File: src/rtl/id_ex_if.sv
// id_ex_if: decode->execute payload bundle.
//   *_i fields : driven by the ID stage, captured by id_ex.
//   *_o fields : registered copies presented to the EX stage.
//   valid_o    : 1 = real instruction, 0 = bubble.
//   bubble_cnt_o: saturating count of bubbles inserted since reset.
// Modports: master = ID/EX-side user (drives *_i, reads *_o), slave = id_ex.
interface id_ex_if;
  // ID-side payload
  logic [31:0] inst_i;
  logic [31:0] inst_addr_i;
  logic [31:0] op1_i;
  logic [31:0] op2_i;
  logic [31:0] op1_jump_i;
  logic [31:0] op2_jump_i;
  logic        reg_we_i;
  logic [4:0]  reg_waddr_i;
  logic [4:0]  reg1_raddr_i;
  logic [4:0]  reg2_raddr_i;
  logic [31:0] reg1_rdata_i;
  logic [31:0] reg2_rdata_i;
  logic        op1_src_reg_i;
  logic        op2_src_reg_i;

  // EX-side payload
  logic [31:0] inst_o;
  logic [31:0] inst_addr_o;
  logic [31:0] op1_o;
  logic [31:0] op2_o;
  logic [31:0] op1_jump_o;
  logic [31:0] op2_jump_o;
  logic        reg_we_o;
  logic [4:0]  reg_waddr_o;
  logic [4:0]  reg1_raddr_o;
  logic [4:0]  reg2_raddr_o;
  logic [31:0] reg1_rdata_o;
  logic [31:0] reg2_rdata_o;
  logic        op1_src_reg_o;
  logic        op2_src_reg_o;
  logic        valid_o;
  logic [15:0] bubble_cnt_o;

  modport master (
    output inst_i, inst_addr_i, op1_i, op2_i, op1_jump_i, op2_jump_i,
           reg_we_i, reg_waddr_i, reg1_raddr_i, reg2_raddr_i,
           reg1_rdata_i, reg2_rdata_i, op1_src_reg_i, op2_src_reg_i,
    input  inst_o, inst_addr_o, op1_o, op2_o, op1_jump_o, op2_jump_o,
           reg_we_o, reg_waddr_o, reg1_raddr_o, reg2_raddr_o,
           reg1_rdata_o, reg2_rdata_o, op1_src_reg_o, op2_src_reg_o,
           valid_o, bubble_cnt_o
  );

  modport slave (
    input  inst_i, inst_addr_i, op1_i, op2_i, op1_jump_i, op2_jump_i,
           reg_we_i, reg_waddr_i, reg1_raddr_i, reg2_raddr_i,
           reg1_rdata_i, reg2_rdata_i, op1_src_reg_i, op2_src_reg_i,
    output inst_o, inst_addr_o, op1_o, op2_o, op1_jump_o, op2_jump_o,
           reg_we_o, reg_waddr_o, reg1_raddr_o, reg2_raddr_o,
           reg1_rdata_o, reg2_rdata_o, op1_src_reg_o, op2_src_reg_o,
           valid_o, bubble_cnt_o
  );
endinterface

File: src/rtl/id_ex.sv
// id_ex: decode->execute pipeline register.
//   Captures the ID payload and presents it to EX one cycle later. Stalls on
//   hold requests, inserts FLUSH_CYCLES NOP bubbles after a taken jump and
//   keeps a saturating count of inserted bubbles.
// Ports:
//   clk          rising-edge clock
//   rst          synchronous reset, active-high
//   hold_flag_i  pipeline hold code from ctrl; >=3 stalls this stage
//   jump_flag_i  taken jump/branch from EX
//   wb_we_i/wb_waddr_i/wb_wdata_i  EX write-back (used only for forwarding)
//   bus          id_ex_if.slave, ID payload in / EX payload out
// Optional feature macro: ID_EX_FWD_EN -- when defined, an EX write-back that
//   targets a captured rs1/rs2 replaces the stale register data (and the
//   operand sourced from it) on loading and hold edges.
module id_ex #(
  parameter int unsigned FLUSH_CYCLES = 1,            // 1..7
  parameter logic [31:0] INST_NOP     = 32'h0000_0013
) (
  input  logic        clk,
  input  logic        rst,
  input  logic [2:0]  hold_flag_i,
  input  logic        jump_flag_i,
  input  logic        wb_we_i,
  input  logic [4:0]  wb_waddr_i,
  input  logic [31:0] wb_wdata_i,
  id_ex_if.slave      bus
);

  localparam int unsigned DW       = 32;
  localparam int unsigned AW       = 5;
  localparam int unsigned CW       = 3;
  localparam int unsigned BCW      = 16;
  localparam logic [2:0]  HOLD_ID  = 3'd3;
  localparam logic [CW-1:0]  CNT_RELOAD = CW'(FLUSH_CYCLES - 1);
  localparam logic [BCW-1:0] BCNT_MAX   = {BCW{1'b1}};

  typedef enum logic [0:0] {
    ST_RUN   = 1'b0,
    ST_FLUSH = 1'b1
  } state_t;

  // Everything that travels from ID to EX, plus the valid marker.
  typedef struct packed {
    logic [DW-1:0] inst;
    logic [DW-1:0] inst_addr;
    logic [DW-1:0] op1;
    logic [DW-1:0] op2;
    logic [DW-1:0] op1_jump;
    logic [DW-1:0] op2_jump;
    logic          reg_we;
    logic [AW-1:0] reg_waddr;
    logic [AW-1:0] reg1_raddr;
    logic [AW-1:0] reg2_raddr;
    logic [DW-1:0] reg1_rdata;
    logic [DW-1:0] reg2_rdata;
    logic          op1_src_reg;
    logic          op2_src_reg;
    logic          valid;
  } pipe_t;

  state_t          state_q, state_d;
  logic [CW-1:0]   cnt_q, cnt_d;
  pipe_t           pipe_q, pipe_d;
  logic [BCW-1:0]  bcnt_q, bcnt_d;
  logic            load_bubble;
  logic            hold;
  pipe_t           load_val;
  pipe_t           held_val;

  // Bubble entry: NOP with no write-back and all other fields cleared.
  function automatic pipe_t bubble_entry();
    pipe_t b;
    b      = '0;
    b.inst = INST_NOP;
    return b;
  endfunction

`ifdef ID_EX_FWD_EN
  // Replace stale rs1/rs2 data when the EX write-back targets it (x0 excluded).
  function automatic pipe_t fwd_patch(input pipe_t p, input logic we,
                                      input logic [AW-1:0] waddr,
                                      input logic [DW-1:0] wdata);
    pipe_t r;
    r = p;
    if (we && (waddr != '0) && (waddr == p.reg1_raddr)) begin
      r.reg1_rdata = wdata;
      if (p.op1_src_reg) r.op1 = wdata;
    end
    if (we && (waddr != '0) && (waddr == p.reg2_raddr)) begin
      r.reg2_rdata = wdata;
      if (p.op2_src_reg) r.op2 = wdata;
    end
    return r;
  endfunction
`else
  logic unused_wb;
  assign unused_wb = ^{wb_we_i, wb_waddr_i, wb_wdata_i};
`endif

  assign hold = (hold_flag_i >= HOLD_ID);

  // Fresh entry built from the ID-side inputs.
  always_comb begin
    load_val             = '0;
    load_val.inst        = bus.inst_i;
    load_val.inst_addr   = bus.inst_addr_i;
    load_val.op1         = bus.op1_i;
    load_val.op2         = bus.op2_i;
    load_val.op1_jump    = bus.op1_jump_i;
    load_val.op2_jump    = bus.op2_jump_i;
    load_val.reg_we      = bus.reg_we_i;
    load_val.reg_waddr   = bus.reg_waddr_i;
    load_val.reg1_raddr  = bus.reg1_raddr_i;
    load_val.reg2_raddr  = bus.reg2_raddr_i;
    load_val.reg1_rdata  = bus.reg1_rdata_i;
    load_val.reg2_rdata  = bus.reg2_rdata_i;
    load_val.op1_src_reg = bus.op1_src_reg_i;
    load_val.op2_src_reg = bus.op2_src_reg_i;
    load_val.valid       = 1'b1;
`ifdef ID_EX_FWD_EN
    load_val = fwd_patch(load_val, wb_we_i, wb_waddr_i, wb_wdata_i);
`endif
  end

  // Entry kept across a hold edge; a held bubble is never patched.
  always_comb begin
    held_val = pipe_q;
`ifdef ID_EX_FWD_EN
    if (pipe_q.valid) held_val = fwd_patch(pipe_q, wb_we_i, wb_waddr_i, wb_wdata_i);
`endif
  end

  // Next-state and next-payload: jump > hold > flush countdown > load.
  always_comb begin
    state_d     = state_q;
    cnt_d       = cnt_q;
    pipe_d      = pipe_q;
    load_bubble = 1'b0;

    if (jump_flag_i) begin
      pipe_d      = bubble_entry();
      load_bubble = 1'b1;
      cnt_d       = CNT_RELOAD;
      state_d     = (CNT_RELOAD != '0) ? ST_FLUSH : ST_RUN;
    end else if (hold) begin
      pipe_d = held_val;
    end else begin
      case (state_q)
        ST_FLUSH: begin
          pipe_d      = bubble_entry();
          load_bubble = 1'b1;
          cnt_d       = cnt_q - CW'(1);
          state_d     = (cnt_q == CW'(1)) ? ST_RUN : ST_FLUSH;
        end
        default: begin
          pipe_d = load_val;
        end
      endcase
    end

    bcnt_d = bcnt_q;
    if (load_bubble && (bcnt_q != BCNT_MAX)) bcnt_d = bcnt_q + BCW'(1);
  end

  // State, countdown, payload and bubble counter registers.
  always_ff @(posedge clk) begin
    if (rst) begin
      state_q <= ST_RUN;
      cnt_q   <= '0;
      pipe_q  <= bubble_entry();
      bcnt_q  <= '0;
    end else begin
      state_q <= state_d;
      cnt_q   <= cnt_d;
      pipe_q  <= pipe_d;
      bcnt_q  <= bcnt_d;
    end
  end

  assign bus.inst_o        = pipe_q.inst;
  assign bus.inst_addr_o   = pipe_q.inst_addr;
  assign bus.op1_o         = pipe_q.op1;
  assign bus.op2_o         = pipe_q.op2;
  assign bus.op1_jump_o    = pipe_q.op1_jump;
  assign bus.op2_jump_o    = pipe_q.op2_jump;
  assign bus.reg_we_o      = pipe_q.reg_we;
  assign bus.reg_waddr_o   = pipe_q.reg_waddr;
  assign bus.reg1_raddr_o  = pipe_q.reg1_raddr;
  assign bus.reg2_raddr_o  = pipe_q.reg2_raddr;
  assign bus.reg1_rdata_o  = pipe_q.reg1_rdata;
  assign bus.reg2_rdata_o  = pipe_q.reg2_rdata;
  assign bus.op1_src_reg_o = pipe_q.op1_src_reg;
  assign bus.op2_src_reg_o = pipe_q.op2_src_reg;
  assign bus.valid_o       = pipe_q.valid;
  assign bus.bubble_cnt_o  = bcnt_q;

endmodule

File: src/flat_wrapper.sv
// flat-port wrapper written by rule: the top's interface ports become plain ports
module id_ex_flat 
#(
  parameter int unsigned FLUSH_CYCLES = 1,                   
  parameter logic [31:0] INST_NOP     = 32'h0000_0013
)
  (clk, rst, hold_flag_i, jump_flag_i, wb_we_i, wb_waddr_i, wb_wdata_i, bus_inst_i, bus_inst_addr_i, bus_op1_i, bus_op2_i, bus_op1_jump_i, bus_op2_jump_i, bus_reg_we_i, bus_reg_waddr_i, bus_reg1_raddr_i, bus_reg2_raddr_i, bus_reg1_rdata_i, bus_reg2_rdata_i, bus_op1_src_reg_i, bus_op2_src_reg_i, bus_inst_o, bus_inst_addr_o, bus_op1_o, bus_op2_o, bus_op1_jump_o, bus_op2_jump_o, bus_reg_we_o, bus_reg_waddr_o, bus_reg1_raddr_o, bus_reg2_raddr_o, bus_reg1_rdata_o, bus_reg2_rdata_o, bus_op1_src_reg_o, bus_op2_src_reg_o, bus_valid_o, bus_bubble_cnt_o);
  id_ex_if bus_i ();
  input  logic clk;
  input  logic rst;
  input  logic [2:0] hold_flag_i;
  input  logic jump_flag_i;
  input  logic wb_we_i;
  input  logic [4:0] wb_waddr_i;
  input  logic [31:0] wb_wdata_i;
  input wire logic [$bits(bus_i.inst_i)-1:0] bus_inst_i;
  input wire logic [$bits(bus_i.inst_addr_i)-1:0] bus_inst_addr_i;
  input wire logic [$bits(bus_i.op1_i)-1:0] bus_op1_i;
  input wire logic [$bits(bus_i.op2_i)-1:0] bus_op2_i;
  input wire logic [$bits(bus_i.op1_jump_i)-1:0] bus_op1_jump_i;
  input wire logic [$bits(bus_i.op2_jump_i)-1:0] bus_op2_jump_i;
  input wire logic [$bits(bus_i.reg_we_i)-1:0] bus_reg_we_i;
  input wire logic [$bits(bus_i.reg_waddr_i)-1:0] bus_reg_waddr_i;
  input wire logic [$bits(bus_i.reg1_raddr_i)-1:0] bus_reg1_raddr_i;
  input wire logic [$bits(bus_i.reg2_raddr_i)-1:0] bus_reg2_raddr_i;
  input wire logic [$bits(bus_i.reg1_rdata_i)-1:0] bus_reg1_rdata_i;
  input wire logic [$bits(bus_i.reg2_rdata_i)-1:0] bus_reg2_rdata_i;
  input wire logic [$bits(bus_i.op1_src_reg_i)-1:0] bus_op1_src_reg_i;
  input wire logic [$bits(bus_i.op2_src_reg_i)-1:0] bus_op2_src_reg_i;
  output wire logic [$bits(bus_i.inst_o)-1:0] bus_inst_o;
  output wire logic [$bits(bus_i.inst_addr_o)-1:0] bus_inst_addr_o;
  output wire logic [$bits(bus_i.op1_o)-1:0] bus_op1_o;
  output wire logic [$bits(bus_i.op2_o)-1:0] bus_op2_o;
  output wire logic [$bits(bus_i.op1_jump_o)-1:0] bus_op1_jump_o;
  output wire logic [$bits(bus_i.op2_jump_o)-1:0] bus_op2_jump_o;
  output wire logic [$bits(bus_i.reg_we_o)-1:0] bus_reg_we_o;
  output wire logic [$bits(bus_i.reg_waddr_o)-1:0] bus_reg_waddr_o;
  output wire logic [$bits(bus_i.reg1_raddr_o)-1:0] bus_reg1_raddr_o;
  output wire logic [$bits(bus_i.reg2_raddr_o)-1:0] bus_reg2_raddr_o;
  output wire logic [$bits(bus_i.reg1_rdata_o)-1:0] bus_reg1_rdata_o;
  output wire logic [$bits(bus_i.reg2_rdata_o)-1:0] bus_reg2_rdata_o;
  output wire logic [$bits(bus_i.op1_src_reg_o)-1:0] bus_op1_src_reg_o;
  output wire logic [$bits(bus_i.op2_src_reg_o)-1:0] bus_op2_src_reg_o;
  output wire logic [$bits(bus_i.valid_o)-1:0] bus_valid_o;
  output wire logic [$bits(bus_i.bubble_cnt_o)-1:0] bus_bubble_cnt_o;
  assign bus_i.inst_i = bus_inst_i;
  assign bus_i.inst_addr_i = bus_inst_addr_i;
  assign bus_i.op1_i = bus_op1_i;
  assign bus_i.op2_i = bus_op2_i;
  assign bus_i.op1_jump_i = bus_op1_jump_i;
  assign bus_i.op2_jump_i = bus_op2_jump_i;
  assign bus_i.reg_we_i = bus_reg_we_i;
  assign bus_i.reg_waddr_i = bus_reg_waddr_i;
  assign bus_i.reg1_raddr_i = bus_reg1_raddr_i;
  assign bus_i.reg2_raddr_i = bus_reg2_raddr_i;
  assign bus_i.reg1_rdata_i = bus_reg1_rdata_i;
  assign bus_i.reg2_rdata_i = bus_reg2_rdata_i;
  assign bus_i.op1_src_reg_i = bus_op1_src_reg_i;
  assign bus_i.op2_src_reg_i = bus_op2_src_reg_i;
  assign bus_inst_o = bus_i.inst_o;
  assign bus_inst_addr_o = bus_i.inst_addr_o;
  assign bus_op1_o = bus_i.op1_o;
  assign bus_op2_o = bus_i.op2_o;
  assign bus_op1_jump_o = bus_i.op1_jump_o;
  assign bus_op2_jump_o = bus_i.op2_jump_o;
  assign bus_reg_we_o = bus_i.reg_we_o;
  assign bus_reg_waddr_o = bus_i.reg_waddr_o;
  assign bus_reg1_raddr_o = bus_i.reg1_raddr_o;
  assign bus_reg2_raddr_o = bus_i.reg2_raddr_o;
  assign bus_reg1_rdata_o = bus_i.reg1_rdata_o;
  assign bus_reg2_rdata_o = bus_i.reg2_rdata_o;
  assign bus_op1_src_reg_o = bus_i.op1_src_reg_o;
  assign bus_op2_src_reg_o = bus_i.op2_src_reg_o;
  assign bus_valid_o = bus_i.valid_o;
  assign bus_bubble_cnt_o = bus_i.bubble_cnt_o;
  id_ex #(.FLUSH_CYCLES(FLUSH_CYCLES), .INST_NOP(INST_NOP)) u_core (.clk(clk), .rst(rst), .hold_flag_i(hold_flag_i), .jump_flag_i(jump_flag_i), .wb_we_i(wb_we_i), .wb_waddr_i(wb_waddr_i), .wb_wdata_i(wb_wdata_i), .bus(bus_i));
endmodule
File: config.mk
export PLATFORM = sky130hd
export DESIGN_NAME = id_ex_flat
export DESIGN_NICKNAME = d
export VERILOG_FILES = /design/src/rtl/id_ex_if.sv /design/src/rtl/id_ex.sv /design/src/flat_wrapper.sv
export SDC_FILE = /design/constraint.sdc
export NUM_CORES = 1
export LEC_CHECK = 0
export ABC_CLOCK_PERIOD_IN_PS = 3700
export BUFFER_PORTS_ARGS = -buffer_cell sky130_fd_sc_hd__buf_2
export CELL_PAD_IN_SITES_DETAIL_PLACEMENT = 0
export CELL_PAD_IN_SITES_GLOBAL_PLACEMENT = 2
export CORE_AREA = 8 8 230 232
export CTS_BUF_LIST = sky130_fd_sc_hd__clkbuf_4 sky130_fd_sc_hd__clkbuf_8
export DETAILED_ROUTE_END_ITERATION = 12
export DIE_AREA = 0 0 238 240
export HOLD_SLACK_MARGIN = 0.06
export PLACE_DENSITY = 0.76
export SYNTH_ARGS = -nofsm -noshare
export SYNTH_HDL_FRONTEND = slang
export SYNTH_SLANG_ARGS = --single-unit
File: constraint.sdc
create_clock -name clk -period 3.7 [get_ports clk]
set_input_delay 0 -clock clk [delete_from_list [all_inputs] [get_ports clk]]
set_output_delay 0 -clock clk [all_outputs]
set_load 0.02 [all_outputs]
# Word-level counts from Yosys, hierarchy flattened
# Index checks and enable logic that the tools add are counted.
dict set report word_totals {
  register_bits 295
  output_inout_bits 291
  word_cells 33
}
dict set report classes {
  add_sub_neg 2
  n_lt_le_gt_ge 1
  n_eq_ne 2
  mux 6
  n_bitwise 1
  reduce_logical 3
}
# cell count
set ops {}
lappend ops {{275-bit 2-to-1 mux} 1}
lappend ops {{16-bit by 1-bit adder with 16-bit output (second input constant)} 1}
lappend ops {{16-bit != test (second input constant)} 1}
lappend ops {{1-bit 2-to-1 mux} 5}
lappend ops {{3-bit by 1-bit equality test with 1-bit output (second input constant)} 1}
lappend ops {{3-bit by 2-bit greater-or-equal comparator with 1-bit output (second input constant)} 1}
lappend ops {{3-bit by 1-bit subtractor with 3-bit output (second input constant)} 1}
lappend ops {{2-bit AND reduction} 1}
lappend ops {{2-bit OR reduction} 1}
lappend ops {{1-bit logical AND} 1}
lappend ops {{1-bit inverter} 1}

# Depth between registers and ports, before layout
dict set report logic_depth {
  ltp_word 4
  mapped_depth 6
  ltp_nobuf 5
}

# Worst setup path before layout
# Ideal clock, no wire load.
dict set report synth_timing {
  path_type {register to register}
  start {reg u_core.bcnt_q[2], in the netlist u_core.bus.bubble_cnt_o[2]}
  end {reg u_core.bcnt_q[14], in the netlist u_core.bus.bubble_cnt_o[14]}
  setup_time_ps 123
  t_arrival_ps 1521
  required_time_ps 3577
  path_slack_ps 2055
  path_stages_with_launch 5
  n_path_buf 0
  cell_sequence {dfxtp_1 and4_4 o211ai_2 nor4_1 mux2_1}
}
dict set report synth_via {
  elab_chain_cells 2
  word_cells_on_any_way 3
  cone_classes {add/sub (1); eq/ne (1); reduce/logical (1)}
}
# item line_no
set synth_rtl {}
lappend synth_rtl {{start: declaration} id_ex.sv:64} ;# logic [BCW-1:0] bcnt_q, bcnt_d;
lappend synth_rtl {{start signal: assignment} id_ex.sv:176} ;# bcnt_q <= bcnt_d;
lappend synth_rtl {{parallel branches: the longest is 2 deep, another holds 16-bit by 1-bit adder with 16-bit output} n/a}
# Several ways; the timed one is not identified.
# A chain may end at the register's enable or synchronous reset.

# Worst setup path after layout
dict set report layout_timing {
  start {in hold_flag_i[2]}
  end {reg u_core.pipe_q (netlist bit u_core.bus.reg1_rdata_o[26])}
}
dict set report layout_via {
  elab_chain_cells 1
}
# item line_no
set layout_rtl {}
lappend layout_rtl {{start: declaration} flat_wrapper.sv:11} ;# input logic [2:0] hold_flag_i;
lappend layout_rtl {{3-bit by 2-bit greater-or-equal comparator with 1-bit output} id_ex.sv:100} ;# assign hold = (hold_flag_i >= HOLD_ID);
lappend layout_rtl {{end signal: assignment} id_ex.sv:170} ;# pipe_q <= bubble_entry();
lappend layout_rtl {{end signal: assignment} id_ex.sv:175} ;# pipe_q <= pipe_d;
lappend layout_rtl {{end: declaration} id_ex.sv:63} ;# pipe_t pipe_q, pipe_d;
# No other way between the ends.

==> summary.txt <==
Yosys
  • Adder-cell share of the synthesized area: 0.00321
  • Synth Area per Inst: approximately 8.6 um^2
  • Count of cell types in the netlist: 42
  • Mapped cell area: 11700 um^2
  • Compound-gate portion of the synthesized area: 0.131
  • Ys Warns: 0
  • Main combinational cell family by area after synthesis: simple AND/OR/NAND/NOR gates
  • Synth Area in XOR/XNOR: 0.00150
  • Seq/Total Area, Yosys: 0.506
  • Synth Area in Simple Gates: 0.302
  • Post-synthesis net count: between 1500 and 2000
  • Mux cell area share after synthesis: 0.00868
  • Flops & latches, synth: 295
  • Synthesized instance count: roughly 1400

Setup path
  • Crit. End Element: register
  • Startpoint Class: input port
  • FF-to-FF path depth: 4
  • Crit path kind: input port to register
  • Max FO, Critical Path: 121
  • WP data required: 4240 ps
  • Critical path arrival: 2940 ps

Clocking
  • Worst-path clk slew: 60 ps
  • Htree depth: 2
  • CTS sink cnt: 295
  • Hold-fix buffers, CTS: 299
  • CTS tree: yes
  • Post-CTS sizing: 0
  • Num CTS Buffers: 54
  • CTS root buffer: clkbuf_8
  • Clock Latency Late Sink: between 600 and 700 ps
  • Postcts setup bufs: 0
  • Clock buffer depth: 3

Route
  • Post-Route WL: 48300 um
  • Avg Vias per Cell: 4.43
  • Residual DRC: 0
  • DRC violation total after the first TritonRoute iteration: 543
  • Routed WL per cell: 16.7 um
  • Detail Route Antenna Nets: 0
  • Routed vias: 12800
  • Total iterations of the first detailed-routing run: 5

Global route
  • Grt ovf: 0
  • First-pass GRT wire length: 73600 um
  • Total GRT Usage: 0.158
  • Largest net degree at the start of global routing: 160
  • Number of global-route vias before repair: 13100
  • Initial antenna violation count: 1

Finish
  • Nets: 2487
  • Most common cell after layout, fill and taps aside: buf_2
  • Most frequent cells in the layout: 570 x buf_2, 299 x dlygate4sd3_1, 294 x dfxtp_1
  • Ratio of cells with drive above 1 in the final layout: 0.320
  • Synth-to-Final Area Change: 65.2%
  • Layout Cells excl Fill: just under 3000
  • Final Util: 0.390

Timing
  • Clock Skew: roughly 19 ps
  • Final Cycle Share: 0.648
  • Setup violators final: 0
  • Setup WS post-layout: 1300 ps
  • RSZ-0062 raised after global routing: no
  • Fmax: 417 MHz
  • Worst slew pin tran: 998 ps
  • Fin Setup TNS: 0 ps
  • Post-route minimum period: 2400 ps
  • Slew HR: 0.334
  • Final slew viol count: 0
  • Hold Fails Final Rpt: 0

Pwr
  • Pwr per Cell Area: 401 nW/um^2
  • Switching share of total power: 0.257
  • Power consumption: 7.73 mW
  • VDD IR max: 262 uV
  • Sequential share of power: 0.428
  • Int Pwr: 5.75 mW
  • Part of the power in the clock network: 0.440
  • NetSw: 1.99 mW
  • Pleak: 8.24 nW
  • Logic pwr share: 0.132

Placed design
  • Placer congestion estimate: 0.784
  • DP Cell Count: 2483
  • Port buffer count: 570
  • Detailed placement HPWL: 32300 um
  • Setup WS pre-CTS: 1780 ps

Floorplanning
  • DIE HEIGHT: 240 um
  • Initial Utilization: 0.236
  • Die area: roughly 57000 um^2
  • Core Area: about 50000 um^2
  • DIE WIDTH: 238 um
  • # rows: about 80
  • IO Pins: a little over 600

Job
  • Max-cap violations: 0

Worst hold path
  • Hold/Removal Path Class: input port to register
  • Hold Path Stages: 5

Status
  • Status: complete, no violations
## worst max-delay path: stages
cell,delay [ps]
dlygate4sd3_1,540
buf_2,150
a21oi_4,190
dlygate4sd3_1,670
buf_12,420
nand3b_1,140
dlygate4sd3_1,580
a21oi_1,140
## through the flow
stage,hold slack (ps),area [um^2]
after detailed placement,276,15100
after CTS,93.9,19300
after floorplan,140,11700
final,82.7,19300
after global routing,111,19300
after global placement,269,15100
## cell usage after synthesis, drive strengths merged
library cell / n / share of area
or3b: 1 / 0.00075
clkbuf: 81 / 0.026
nor2: 15 / 0.0048
xor2: 1 / 0.00075
a21oi: 281 / 0.12
nand2: 278 / 0.089
and3: 1 / 0.00054
ha: 3 / 0.0032
nor4b: 2 / 0.0026
and4: 1 / 0.00096
dfxtp: 295 / 0.51
inv: 3 / 0.00096
o21ai: 6 / 0.0026
a21o: 1 / 0.00064
xnor2: 1 / 0.00075
or4: 4 / 0.0026
o21ba: 1 / 0.00086
nor3: 4 / 0.0027
mux2: 9 / 0.0087
clkinv: 1 / 0.00032
a311oi: 1 / 0.00075
or3: 1 / 0.00054
o311a: 1 / 0.00086
nand4: 5 / 0.0058
and2: 3 / 0.0016
nand3b: 271 / 0.17
nor2b: 9 / 0.0048
o31a: 1 / 0.00075
nand3: 5 / 0.0026
nor4: 10 / 0.0079
buf: 48 / 0.020
or2: 1 / 0.00054
o211ai: 1 / 0.0011
o31ai: 4 / 0.0026
## kinds of logic (layout without fill, tap and decap cells)
kind of cell,count (synthesis),after routing
flip-flops,295,295
other,0,1
adder cells (fa/ha/maj),3,3
multiplexers,9,9
AO/OA/AOI/OAI,297,297
buffers and inverters,133,992
XOR/XNOR,2,2
AND/OR/NAND/NOR,611,611
## flip-flops by register name, indices dropped and copies added (netlist names), 32 cells and up
signal and cells:
u_core.bus.inst_addr_o 32, u_core.bus.inst_o 32, u_core.bus.op1_jump_o 32, u_core.bus.op1_o 32
u_core.bus.op2_jump_o 32, u_core.bus.op2_o 32, u_core.bus.reg1_rdata_o 32, u_core.bus.reg2_rdata_o 32
## final timing paths
| path | start | end | slack [ps] |
|---|---|---|---|
| worst max-delay path | hold_flag_i[2] | u_core.bus.reg1_rdata_o[26] | 1300 |
| worst min-delay path | hold_flag_i[0] | u_core.bus.inst_addr_o[13] | 80 |
| worst max register to register | u_core.state_q | u_core.bus.inst_addr_o[31] | 1640 |
| worst min register to register | u_core.bus.op2_jump_o[24] | u_core.bus.op2_jump_o[24] | 440 |
## power by group through the flow
stage                     Combinational (mW)  Clock (mW)  Sequential (mW)
after floorplan                        0.298           0             3.48
after global placement                 0.760           0             3.37
after detailed placement               0.766           0             3.37
after CTS                               1.03        3.56             3.31
after global routing                    1.11        3.68             3.32
final                                   1.02        3.40             3.31
## area by class of cell
type	count	area (um^2)
tap	672	841
clock inverter	5	25.0
inverter	4	15.0
antenna	1	2.50
clock buffer	94	1190
fill	5130	30200
multi-input combinational	922	5230
timing repair buffer	889	6080
sequential	295	5910
## metal layers
layer	part of all wire	global-route usage	vias to the layer above
met2	0.50	0.281	407
met3	0.075	0.0517	85
met1	0.39	0.176	6018
met5	0	0	-
li1	-	-	6267
met4	0.029	0.0553	0
Note: power is estimated with default switching activity, not from simulation.
